===== src/rtl/icache_pkg.sv =====
// icache_pkg: FSM encodings, address field widths and fetch-address layout for the instruction cache.
package icache_pkg;
  localparam logic [1:0] ST_IDLE     = 2'd0;
  localparam logic [1:0] ST_MEM_READ = 2'd1;
  localparam logic [1:0] ST_UPDATE   = 2'd2;
  localparam int TAG_W   = 3;
  localparam int IDX_W   = 3;
  localparam int OFF_W   = 2;
  localparam int BLOCK_W = 128;
  typedef logic [1:0] state_t;
  typedef struct packed {
    logic [TAG_W-1:0] tag;
    logic [IDX_W-1:0] idx;
    logic [OFF_W-1:0] off;
  } addr_t;
endpackage


===== src/rtl/icache_word_sel.sv =====
// icache_word_sel: picks one 32-bit word out of a 128-bit cache line by word offset.
module icache_word_sel
  import icache_pkg::*;
(
  input  logic [BLOCK_W-1:0] line,
  input  logic [OFF_W-1:0]   offset,
  output logic [31:0]        word
);
  always_comb word = line[{offset, 5'd0} +: 32];
endmodule


===== src/rtl/icache_ctrl.sv =====
// icache_ctrl: direct-mapped read-only instruction cache; zero-latency hits, stall-and-refill on miss.
module icache_ctrl
  import icache_pkg::*;
#(
  parameter int NUM_BLOCKS      = 8,
  parameter int WORDS_PER_BLOCK = 4,
  parameter int ADDR_W          = 10
) (
  input  logic                          CLK,
  input  logic                          RESET,
  input  logic [ADDR_W-1:0]             ADDRESS,
  output logic [31:0]                   INSTRUCTION,
  output logic                          BUSYWAIT,
  output logic                          MEM_READ,
  output logic [TAG_W+IDX_W-1:0]        MEM_ADDRESS,
  input  logic [WORDS_PER_BLOCK*32-1:0] MEM_READDATA,
  input  logic                          MEM_BUSYWAIT
);
  addr_t fa;
  state_t state, next;
  logic [NUM_BLOCKS-1:0] valid;
  logic [TAG_W-1:0] tags [NUM_BLOCKS];
  logic [WORDS_PER_BLOCK*32-1:0] data [NUM_BLOCKS];
  logic [31:0] word, last;
  logic hit, unused_lo;
  assign fa = addr_t'(ADDRESS[ADDR_W-1:2]);
  assign unused_lo = ^ADDRESS[1:0];
  assign hit = valid[fa.idx] && tags[fa.idx] == fa.tag;
  icache_word_sel u_sel (
    .line  (data[fa.idx]),
    .offset(fa.off),
    .word  (word)
  );
  // On a miss the output keeps showing the last word served, not stale array data.
  assign INSTRUCTION = hit ? word : last;
  assign BUSYWAIT    = RESET && (state != ST_IDLE || !hit);
  assign MEM_READ    = state == ST_MEM_READ;
  assign MEM_ADDRESS = {fa.tag, fa.idx};
  always_comb
    next = state == ST_IDLE     ? (hit ? ST_IDLE : ST_MEM_READ) :
           state == ST_MEM_READ ? (MEM_BUSYWAIT ? ST_MEM_READ : ST_UPDATE) :
                                  ST_IDLE;
  always_ff @(posedge CLK or negedge RESET)
    if (!RESET) begin
      state <= ST_IDLE;
      valid <= '0;
      last  <= '0;
    end else begin
      state <= next;
      if (state == ST_UPDATE) valid[fa.idx] <= 1'b1;
      if (hit) last <= word;
    end
  // State is forced to IDLE asynchronously, so an abandoned refill never writes.
  always_ff @(posedge CLK)
    if (state == ST_UPDATE) begin
      data[fa.idx] <= MEM_READDATA;
      tags[fa.idx] <= fa.tag;
    end
endmodule


===== config.mk =====
export PLATFORM = sky130hd
export DESIGN_NAME = icache_ctrl
export DESIGN_NICKNAME = d
export VERILOG_FILES = /design/src/rtl/icache_pkg.sv /design/src/rtl/icache_word_sel.sv /design/src/rtl/icache_ctrl.sv
export SDC_FILE = /design/constraint.sdc
export NUM_CORES = 1
export LEC_CHECK = 0
export BUFFER_PORTS_ARGS = -buffer_cell sky130_fd_sc_hd__buf_4
export CAP_MARGIN = 20
export CORE_MARGIN = 1.5
export CORE_UTILIZATION = 45
export DETAILED_ROUTE_END_ITERATION = 8
export GPL_ROUTABILITY_DRIVEN = 0
export PLACE_DENSITY = 0.61
export SLEW_MARGIN = 20
export SYNTH_ARGS = -nofsm -noshare
export SYNTH_HDL_FRONTEND = slang
export SYNTH_HIERARCHICAL = 1
export SYNTH_SLANG_ARGS = --single-unit

===== constraint.sdc =====
create_clock -name CLK -period 13.68 [get_ports CLK]
set_input_delay 1.368 -clock CLK [delete_from_list [all_inputs] [get_ports CLK]]
set_output_delay 1.368 -clock CLK [all_outputs]
set_load 0.01 [all_outputs]

==> results.json <==
{
  "status": "finished clean",
  "portBuffers": 178,
  "cts-root-buf": "clkbuf_16",
  "die_h_um": 305.7,
  "nNetsFinal": 2494,
  "grt_setup_unrepaired": "false",
  "dr_total_vias": 21860,
  "ys_seq_area_share_pct": 78.86,
  "syn-cell-area_mm2": 0.04124,
  "fin_skew_ns": 0.04218,
  "grt_max_degree": 114,
  "grt_use_met1_pct": 30.59,
  "top_usage_layer": "met2",
  "post_synth.cell_area_avg_um2": 19.07,
  "post-place-cells": 3418,
  "setup_ws_ns": 6.676,
  "startpoint_type": "input pin",
  "final-hold-violation-count": 0,
  "first_iter_violations": 2328,
  "clkLatencyLatePin_ns": 0.69,
  "synth_top_cell_area_share_pct": 76.31,
  "min_path_type": "flip-flop to flip-flop",
  "hold_end": "valid[1]",
  "htreeDepth": 3,
  "drive_above_1_share_pct": 24.34,
  "area_growth_pct": 15.65,
  "fp-row-count": 110,
  "p_leak_nw": 15.70,
  "critPathKind": "input pin to output pin",
  "async_reset_ff_share_pct": 3.853,
  "drt-pass1-iter-count": 6,
  "numCtsBuffers": 109,
  "finalCritPeriodShare_pct": 51.20,
  "path_max_fanout": 51,
  "holdBufCountCts": 0,
  "fin_util_pct": 52.74,
  "final_cell_mix": "edfxtp_1, buf_4, a22oi_1",
  "yosys_warnings": 6,
  "synth_ff_type": "edfxtp_1",
  "slew_violations": 0,
  "finalSetupTns_ns": 0,
  "die_x_um": 305.7,
  "tightest_slew_ns": 1.113,
  "hold_ws_ns": 0.4688,
  "dp_hpwl_um": 56300,
  "r2r-start": "state[0]",
  "ir_worst_vdd_mv": 0.1039,
  "holdCritStartpoint": "valid[1]",
  "dpl_cell_area_mm2": 0.04389,
  "drc_errors": 0,
  "track_usage_pct": 22.79,
  "synth_cells": 2162,
  "slew_headroom_pct": 25.82,
  "worstRegToRegCells": 4,
  "yosys_register_bits": 1090,
  "postCtsSetupRepairBufs": 0,
  "ant_nets": 0,
  "met2_usage_pct": 37.11,
  "cts-resized-gates": 0,
  "grt_use_met3_pct": 5.401,
  "via_per_inst": 6.031,
  "core_area_mm2": 0.09042,
  "antenna_found_initial": 22,
  "cap_viol_max_count": 0,
  "layout_commonest_cell": "edfxtp_1",
  "tritoncts": "built",
  "grt_remaining_overflow": 0,
  "reg2reg_to": "data[5][93]",
  "clockBufferDepth": 3,
  "critical_path_required_ns": 12.31,
  "path_clk_slew_ns": 0.05,
  "rrSetupSlack_ns": 10.26,
  "wl_per_cell_um": 29.35,
  "layout_min_cycle_time_ns": 7.004,
  "max_freq_ghz": 0.1428,
  "cts.sinks": 1090,
  "place_ws_ns": 6.640,
  "crit_arrival_ns": 5.64,
  "grt_pass1_wl_um": 153900,
  "synth_area_leaders": "edfxtp_1, mux4_2, dfrtp_1",
  "synth_edf_count": 1048,
  "die_area_mm2": 0.09347,
  "finalPower_mw": 7.524,
  "fin_area_mm2": 0.04769,
  "boundaryPins": 181,
  "ys_types": 45,
  "setup_viol": 0,
  "hold_depth": 1,
  "powerDensity_mw_per_mm2": 157.8,
  "end_kind": "output pin",
  "start_util_pct": 45.61,
  "drt_wl_total_um": 106400,
  "final_cells": 3625,
  "syn-num-nets": 2303,
  "synth_largest_area_cell": "edfxtp_1",
  "grt_pass1_vias": 22240
}
==> synthesized netlist by cell type (all sizes together), types with 5 or more instances <==
| cell | n |
|---|---|
| a22o | 42 |
| mux2 | 121 |
| or2 | 8 |
| a221oi | 114 |
| a221o | 26 |
| nand3 | 35 |
| clkbuf | 90 |
| a222oi | 22 |
| nand4 | 8 |
| buf | 60 |
| nand2 | 41 |
| mux2i | 78 |
| a21oi | 74 |
| o22ai | 8 |
| edfxtp | 1048 |
| inv | 5 |
| mux4 | 58 |
| nor2 | 60 |
| o21ai | 67 |
| dfrtp | 42 |
| and2 | 6 |
| a22oi | 126 |
==> critical path, cell delays in order <==
cell and delay [ns]:
buf_6 0.41, buf_4 0.61, and2_1 0.49, buf_4 0.29, nand2b_1 0.13, o221ai_1 0.28
o32a_1 0.25, nand4_4 0.63, buf_4 0.54, mux2_4 0.36, buf_4 0.14
==> worst max-delay path by stage <==
stage	from	end	slack, ns	cells after the start
finish	ADDRESS[6]	INSTRUCTION[13]	6.68	11
global route	ADDRESS[6]	INSTRUCTION[21]	6.47	11
CTS	ADDRESS[6]	INSTRUCTION[22]	6.58	11
detailed placement	ADDRESS[6]	INSTRUCTION[22]	6.64	11
global placement	ADDRESS[6]	INSTRUCTION[22]	6.70	11
floorplan	ADDRESS[4]	valid[0]	3.50	7
==> cells by family after synthesis <==
logic type | share of synthesized area, %
muxes | 8.638
xor gates and xnor gates | 0.04248
AOI/OAI and AO/OA | 8.750
and+or+nand+nor | 1.914
buffers and inverters | 1.796
DFF | 78.86
==> layout make-up <==
cell class / instances / area (µm²)
Timing Repair Buffer: 230 / 1767
Sequential cell: 1090 / 32520
Clock buffer: 141 / 2962
Fill cell: 6986 / 42730
Multi-Input combinational cell: 917 / 8117
Antenna cell: 4 / 10.01
Tap cell: 1176 / 1471
Inverter: 5 / 18.77
Clock inverter: 62 / 827.0
==> sequential cells by signal, indices dropped and copies added, names as in the netlist <==
register	cells
data	1024
last	32
tags	24
valid	8
state	2
==> per-layer routing <==
layer  part of all wire, %  wire length, µm
met3                   8.1             8657
met2                    49            51910
met1                    41            43300
met5                  0.18              193
met4                   2.2             2355
==> power by group <==
group / switching, mW / total (mW) / internal, mW
registers: 0.0300 / 3.80 / 3.77
clock network: 1.22 / 3.12 / 1.90
logic: 0.336 / 0.602 / 0.266
Power figures use the tool's default switching activity.
